## src/rtl/bus_pkg.sv

```systemverilog
`default_nettype none
// ============================================================================
// Module      : bus_pkg
// Description : Shared types and helpers for the rq/gnt/start/rdy bus memory
//               responder: command mode encoding, responder state encoding
//               and mode-decoding helper functions.
// Ports       : none (package)
// Revision    : 1.0 - initial release
// ============================================================================
package bus_pkg;

  // Command mode as sampled with start.
  typedef enum logic [1:0] {
    MODE_RD  = 2'b00,
    MODE_WR  = 2'b01,
    MODE_BRD = 2'b10,
    MODE_BWR = 2'b11
  } mode_e;

  // Responder state.
  typedef enum logic [2:0] {
    IDLE    = 3'd0,
    GRANTED = 3'd1,
    WR      = 3'd2,
    RD_WAIT = 3'd3,
    RD      = 3'd4
  } state_e;

  function automatic logic is_write(mode_e m);
    return (m == MODE_WR) || (m == MODE_BWR);
  endfunction

  function automatic logic is_burst(mode_e m);
    return (m == MODE_BRD) || (m == MODE_BWR);
  endfunction

endpackage
`default_nettype wire

```

## src/rtl/bus_mem_array.sv

```systemverilog
`default_nettype none
// ============================================================================
// Module      : bus_mem_array
// Description : Single-port synchronous word array with a 1-cycle registered
//               read. The read register returns to zero in any cycle that
//               follows no read, so it can feed a bus data output directly.
//               Array contents are never reset; only the read register is.
// Ports       : clk    - clock, rising edge
//               rst_n  - asynchronous active-low reset (read register only)
//               we     - write enable, wdata -> array[addr]
//               re     - read enable, array[addr] -> rdata next cycle
//               addr   - word address
//               wdata  - write data
//               rdata  - registered read data (0 when no read was issued)
// Revision    : 1.0 - initial release
// ============================================================================
module bus_mem_array #(
  parameter int DWIDTH = 8,
  parameter int AWIDTH = 8
) (
  input  logic              clk,
  input  logic              rst_n,
  input  logic              we,
  input  logic              re,
  input  logic [AWIDTH-1:0] addr,
  input  logic [DWIDTH-1:0] wdata,
  output logic [DWIDTH-1:0] rdata
);

  logic [DWIDTH-1:0] r_mem [2**AWIDTH];
  logic [DWIDTH-1:0] r_rdata;

  always_ff @(posedge clk) begin
    if (we) begin
      r_mem[addr] <= wdata;
    end
  end

  always_ff @(posedge clk or negedge rst_n) begin
    if (!rst_n) begin
      r_rdata <= '0;
    end else if (re) begin
      r_rdata <= r_mem[addr];
    end else begin
      r_rdata <= '0;
    end
  end

  assign rdata = r_rdata;

endmodule
`default_nettype wire

```

## src/rtl/bus_mem_responder.sv

```systemverilog
`default_nettype none
// ============================================================================
// Module      : bus_mem_responder
// Description : Memory-side responder for the rq/gnt/start/rdy bus. Grants
//               the bus on request, accepts single and burst read/write
//               commands and services them from an internal word array with
//               a fixed read latency of RD_LAT cycles from start to the first
//               read beat. All outputs are registered.
// Ports       : clk     - bus clock, rising edge
//               rst_n   - asynchronous active-low reset
//               rq      - initiator bus request (level)
//               start   - command strobe, honoured only in GRANTED
//               mode    - 00 read, 01 write, 10 burst read, 11 burst write
//               addr    - command start address
//               data_i  - write data from bus
//               gnt     - bus granted
//               rdy     - data beat valid/accepted this cycle
//               data_o  - read data (0 outside read beats)
//               data_oe - drive enable for data_o
// Revision    : 1.0 - initial release
// ============================================================================
module bus_mem_responder
  import bus_pkg::*;
#(
  parameter int DWIDTH    = 8,
  parameter int AWIDTH    = 8,
  parameter int RD_LAT    = 2,
  parameter int BURST_LEN = 4
) (
  input  logic              clk,
  input  logic              rst_n,
  input  logic              rq,
  input  logic              start,
  input  logic [1:0]        mode,
  input  logic [AWIDTH-1:0] addr,
  input  logic [DWIDTH-1:0] data_i,
  output logic              gnt,
  output logic              rdy,
  output logic [DWIDTH-1:0] data_o,
  output logic              data_oe
);

  localparam int              c_bw        = (BURST_LEN > 1) ? $clog2(BURST_LEN) : 1;
  localparam logic [c_bw-1:0] c_last_beat = c_bw'(BURST_LEN - 1);
  localparam logic [2:0]      c_lat_load  = 3'(RD_LAT - 1);

  // Registered state
  state_e            r_state;
  logic              r_gnt;
  logic              r_rdy;
  logic              r_oe;
  mode_e             r_mode;
  logic [AWIDTH-1:0] r_addr;   // captured start address, held for the whole command
  logic [c_bw-1:0]   r_beat;   // index k of the beat currently on the bus
  logic [2:0]        r_lat;    // remaining read latency while in RD_WAIT

  // Next-state values
  state_e            w_state_nxt;
  logic              w_gnt_nxt;
  logic              w_rdy_nxt;
  logic              w_oe_nxt;
  mode_e             w_mode_nxt;
  logic [AWIDTH-1:0] w_addr_nxt;
  logic [c_bw-1:0]   w_beat_nxt;
  logic [2:0]        w_lat_nxt;

  // Array control
  logic              w_ram_we;
  logic              w_ram_re;
  logic [AWIDTH-1:0] w_ram_addr;

  mode_e             w_start_mode;
  logic              w_last;
  logic [c_bw-1:0]   w_beat_inc;

  assign w_start_mode = mode_e'(mode);
  assign w_last       = is_burst(r_mode) ? (r_beat == c_last_beat) : 1'b1;
  assign w_beat_inc   = r_beat + 1'b1;

  always_ff @(posedge clk or negedge rst_n) begin
    if (!rst_n) begin
      r_state <= IDLE;
      r_gnt   <= 1'b0;
      r_rdy   <= 1'b0;
      r_oe    <= 1'b0;
      r_mode  <= MODE_RD;
      r_addr  <= '0;
      r_beat  <= '0;
      r_lat   <= '0;
    end else begin
      r_state <= w_state_nxt;
      r_gnt   <= w_gnt_nxt;
      r_rdy   <= w_rdy_nxt;
      r_oe    <= w_oe_nxt;
      r_mode  <= w_mode_nxt;
      r_addr  <= w_addr_nxt;
      r_beat  <= w_beat_nxt;
      r_lat   <= w_lat_nxt;
    end
  end

  // rdy/data_oe are next-state values so they line up with the cycle the
  // corresponding beat (or array read result) is on the bus. A read is
  // issued to the array one cycle ahead of the beat it produces.
  always_comb begin
    w_state_nxt = r_state;
    w_gnt_nxt   = r_gnt;
    w_rdy_nxt   = 1'b0;
    w_oe_nxt    = 1'b0;
    w_mode_nxt  = r_mode;
    w_addr_nxt  = r_addr;
    w_beat_nxt  = r_beat;
    w_lat_nxt   = r_lat;
    w_ram_we    = 1'b0;
    w_ram_re    = 1'b0;
    w_ram_addr  = r_addr + AWIDTH'(r_beat);

    case (r_state)
      IDLE: begin
        if (rq) begin
          w_state_nxt = GRANTED;
          w_gnt_nxt   = 1'b1;
        end
      end

      GRANTED: begin
        // start takes priority over a simultaneous rq release
        if (start) begin
          w_mode_nxt = w_start_mode;
          w_addr_nxt = addr;
          w_beat_nxt = '0;
          if (is_write(w_start_mode)) begin
            w_state_nxt = WR;
            w_rdy_nxt   = 1'b1;
          end else if (RD_LAT == 1) begin
            // No wait cycles: read the array straight from the command address
            w_state_nxt = RD;
            w_ram_re    = 1'b1;
            w_ram_addr  = addr;
            w_rdy_nxt   = 1'b1;
            w_oe_nxt    = 1'b1;
          end else begin
            w_state_nxt = RD_WAIT;
            w_lat_nxt   = c_lat_load;
          end
        end else if (!rq) begin
          w_state_nxt = IDLE;
          w_gnt_nxt   = 1'b0;
        end
      end

      WR: begin
        w_ram_we = 1'b1;
        if (w_last) begin
          w_state_nxt = rq ? GRANTED : IDLE;
          w_gnt_nxt   = rq;
        end else begin
          w_beat_nxt = w_beat_inc;
          w_rdy_nxt  = 1'b1;
        end
      end

      RD_WAIT: begin
        if (r_lat == 3'd1) begin
          // Issue beat 0 (r_beat is 0 here, so the default address applies)
          w_state_nxt = RD;
          w_ram_re    = 1'b1;
          w_rdy_nxt   = 1'b1;
          w_oe_nxt    = 1'b1;
        end else begin
          w_lat_nxt = r_lat - 3'd1;
        end
      end

      RD: begin
        if (w_last) begin
          w_state_nxt = rq ? GRANTED : IDLE;
          w_gnt_nxt   = rq;
        end else begin
          w_beat_nxt = w_beat_inc;
          w_ram_re   = 1'b1;
          w_ram_addr = r_addr + AWIDTH'(w_beat_inc);
          w_rdy_nxt  = 1'b1;
          w_oe_nxt   = 1'b1;
        end
      end

      default: begin
        w_state_nxt = IDLE;
        w_gnt_nxt   = 1'b0;
      end
    endcase
  end

  bus_mem_array #(
    .DWIDTH (DWIDTH),
    .AWIDTH (AWIDTH)
  ) u_mem (
    .clk   (clk),
    .rst_n (rst_n),
    .we    (w_ram_we),
    .re    (w_ram_re),
    .addr  (w_ram_addr),
    .wdata (data_i),
    .rdata (data_o)
  );

  assign gnt     = r_gnt;
  assign rdy     = r_rdy;
  assign data_oe = r_oe;

endmodule
`default_nettype wire

```

## config.mk

```make
export PLATFORM = sky130hd
export DESIGN_NAME = bus_mem_responder
export DESIGN_NICKNAME = d
export VERILOG_FILES = /design/src/rtl/bus_pkg.sv /design/src/rtl/bus_mem_array.sv /design/src/rtl/bus_mem_responder.sv
export SDC_FILE = /design/constraint.sdc
export NUM_CORES = 2
export LEC_CHECK = 0
export BUFFER_PORTS_ARGS = -buffer_cell sky130_fd_sc_hd__buf_4
export CORE_MARGIN = 1
export CORE_UTILIZATION = 36
export DETAILED_ROUTE_END_ITERATION = 12
export PLACE_DENSITY_LB_ADDON = 0.08
export SKIP_LAST_GASP = 1
export SLEW_MARGIN = 15
export SYNTH_ARGS = -nofsm -noshare
export SYNTH_HDL_FRONTEND = slang
export SYNTH_HIERARCHICAL = 1
export SYNTH_SLANG_ARGS = --single-unit
```

## constraint.sdc

```tcl
create_clock -name clk -period 6.3 [get_ports clk]
set_input_delay 0.63 -clock clk [delete_from_list [all_inputs] [get_ports clk]]
set_output_delay 0.63 -clock clk [all_outputs]
set_load 0.1 [all_outputs]
```

==> impl_metrics.py <==
metrics = {
    "status": {
        "status": "finished, violations left",
        "violations": "design-rule violations",
    },
    "worst_setup_path": {
        "crit_top_cell": "nand2_1",
        "cp-start-kind": "flip-flop",
        "max_stage_delay_ns": 0.73,
        "arrival_ns": 6.39,
        "crit_path_cell_trace": "ha_1 -> nor4b_2 -> nand2_1 -> mux2i_1 -> nand2_1 -> xnor2_2 -> buf_4 -> nand4bb_1 -> nor2_1 -> nor4_1 -> nand2_1 -> o41ai_1 -> a221o_1 -> a211oi_2",
        "cp.required_ns": 7.05,
        "crit_slowest_cell": "nand4bb_1",
        "ff2ff_setup_slack_ns": 0.66,
        "cp_max_fo": 39,
        "crit_type": "reg -> reg",
        "endpoint_kind": "flip-flop",
    },
    "timing": {
        "finalSetupViolCount": 0,
        "max_slew.worst_pin.slew_ns": 1.15,
        "setup_ws_ns": 0.662,
        "finalSetupTns_ns": 0,
        "final_hold_viol_count": 0,
        "slew_violations": 0,
        "post-route-period-util": 0.895,
        "max-slew-margin-rel": 0.229,
        "period_needed_ns": 5.64,
        "fin_skew_ns": 0.0617,
        "clock.fmax_mhz": 177,
        "rsz0062_at_grt": "false",
    },
    "clock_network": {
        "clk_latency_ns": 0.87,
        "cts_resized": 0,
        "clkTransAtPathRegs_ns": 0.06,
        "cts_sinks": 2076,
        "cts_setup_buffers": 0,
        "ctsHoldBuffers": 10,
        "cts_buffers": 222,
        "cts_buffer_depth": 3,
        "cts_max_level": 4,
        "cts_tree": "yes",
        "root_buffer": "clkbuf_16",
    },
    "drt": {
        "routed_wl_um": 235000,
        "avgViaCountPerCell": 5.41,
        "ant_nets": 0,
        "drt_iter0_drc": 4094,
        "routedWlPerCell_um": 30.9,
        "drc": 6,
        "vias": 41000,
        "firstDrtPassIters": 10,
    },
    "place": {
        "gp_congestion": 0.844,
        "dp_hpwl_um": 144000,
        "port_buffers": 32,
        "dp_slack_ns": 0.781,
    },
    "logic_synthesis": {
        "syn_area_per_cell_um2": 19.9,
        "synth_area_um2": 81500,
        "yosysSeqAreaShare": 0.763,
        "synth_xor_area_frac": 0.00107,
        "synth_mux_area_frac": 0.143,
        "synth_top_family_by_area": "multiplexers",
        "mappedNetlistNets": 4135,
        "ys_seq_elements": 2076,
        "synthAdderAreaFrac": 0.00157,
        "synth-main-ff-cell": "edfxtp_1",
        "async_flop_share": 0.0135,
        "synth_edf_count": 2048,
        "synth-simple-area-share": 0.0338,
        "syn_inst": 4104,
        "synth_compound_area_frac": 0.0367,
        "yosys_warnings": 6,
        "yosys.cell_types.count": 70,
    },
    "power": {
        "irDropWorstVdd_uv": 388,
        "power_density_nw_per_um2": 466,
        "leakage_nw": 29.6,
    },
    "layout": {
        "drive_above_1_share": 0.228,
        "layout_commonest_cell": "edfxtp_1",
        "syn_to_final_growth_pct": 15.1,
        "nets": 4428,
        "layout_common_cells": "2,048 x edfxtp_1, 360 x mux4_2, 358 x mux2i_1",
    },
    "grt": {
        "grt_max_degree": 153,
        "antenna_found_initial": 20,
        "grt_pass1_wl_um": 329000,
        "grt-ovfl-total": 0,
        "grtUsageTotal": 0.205,
        "first_global_vias": 41500,
    },
    "flow_run": {
        "drv_cap": 0,
    },
    "floorplan": {
        "chipHeight_um": 478,
        "fp.dieW_um": 478,
        "initial_core_util": 0.362,
        "rows": 174,
        "ios": 33,
        "coreArea_um2": 225000,
        "die_area_um2": 228000,
    },
    "min_path": {
        "hp-class": "in -> reg",
    },
}
==> per-stage QoR <==
step	power, W	area [um^2]	hold WS [ns]	util	cells
5_1_grt	0.0454	93800	0.0621	0.417	7582
6_report	0.0437	93800	0.102	0.417	7583
4_1_cts	0.0443	93800	0.0218	0.417	7580
3_3_place_gp	0.0314	86600	0.484	0.385	7154
2_1_floorplan	0.0258	81500	0.334	-	4104
3_5_place_dp	0.0314	86600	0.483	0.385	7155
==> sequential cells by signal, summed over array words and instances (netlist names) <==
register and cells:
data_oe 1, gnt 1, r_addr 8, r_beat 2
r_lat 3, r_mode 1, r_state 3, rdy 1
u_mem/r_mem 2048, u_mem/rdata 8
==> where the power goes <==
group          internal (W)  total (W)  switching, W
logic               0.00590     0.0155       0.00957
clock network       0.00731     0.0128       0.00550
registers            0.0153     0.0154      0.000143
total                0.0285     0.0437        0.0152
==> Yosys cell counts, drive strengths merged (12+ instances only) <==
master	n	share of area
nand3	64	0.0039
nor3	59	0.0037
a22oi	127	0.012
mux2i	358	0.044
a221oi	27	0.0031
a21oi	43	0.0026
mux4	360	0.099
buf	178	0.016
clkbuf	83	0.0038
a211oi	16	0.0017
nor2	289	0.013
nand4	18	0.0014
nand2	90	0.0041
o22ai	92	0.0071
edfxtp	2048	0.75
a22o	27	0.0029
and3	15	0.0012
nor2b	12	0.00092
o21ai	32	0.0020
dfrtp	28	0.0086
==> critical path, delay by kind of cell, from the launching register on <==
| family | cells | cell delay (ns) |
|---|---|---|
| buf+inv | 1 | 0.60 |
| compound gates | 3 | 0.84 |
| flops | 1 | 0.43 |
| mux | 1 | 0.40 |
| simple gates | 7 | 2.54 |
| fa+ha+maj | 1 | 0.25 |
| xor+xnor | 1 | 0.41 |
==> layer usage <==
layer	wire [um]	up-vias	part of all wire	track usage
li1	-	17500	-	-
met1	108000	22000	0.46	0.299
met2	107000	1130	0.46	0.310
met3	13500	319	0.058	0.0394
met4	6100	2	0.026	0.0593
met5	13	-	0.000055	0
==> kinds of logic after synthesis <==
logic type,after synthesis
flops,2076
mux,718
simple gates,601
compound gates,418
buf+inv,272
xor+xnor,10
fa+ha+maj,9
==> worst paths after layout <==
check	from	to	cells past startpoint
min	addr[1]	r_addr[1]$_DFFE_PN0P_	3
max reg2reg	r_beat[0]$_DFFE_PN0P_	u_mem/rdata[7]$_DFF_PN0_	14
max	r_beat[0]$_DFFE_PN0P_	u_mem/rdata[7]$_DFF_PN0_	14
max in group asynchronous	rst_n	u_mem/rdata[1]$_DFF_PN0_	2
min in group asynchronous	rst_n	gnt$_DFFE_PN0P_	2
min reg2reg	r_mode[1]$_DFFE_PN0P_	r_mode[1]$_DFFE_PN0P_	2
==> layout make-up <==
type / instances / area [um^2]
fill: 19900 / 131000
tap: 2992 / 3740
clock inverter: 144 / 1330
inverter: 11 / 41.3
antenna: 3 / 7.51
multi-input combinational: 1756 / 17900
sequential: 2076 / 62200
clock buffer: 271 / 5780
timing repair buffer: 330 / 2840
Note: power is estimated with default switching activity, not from simulation.
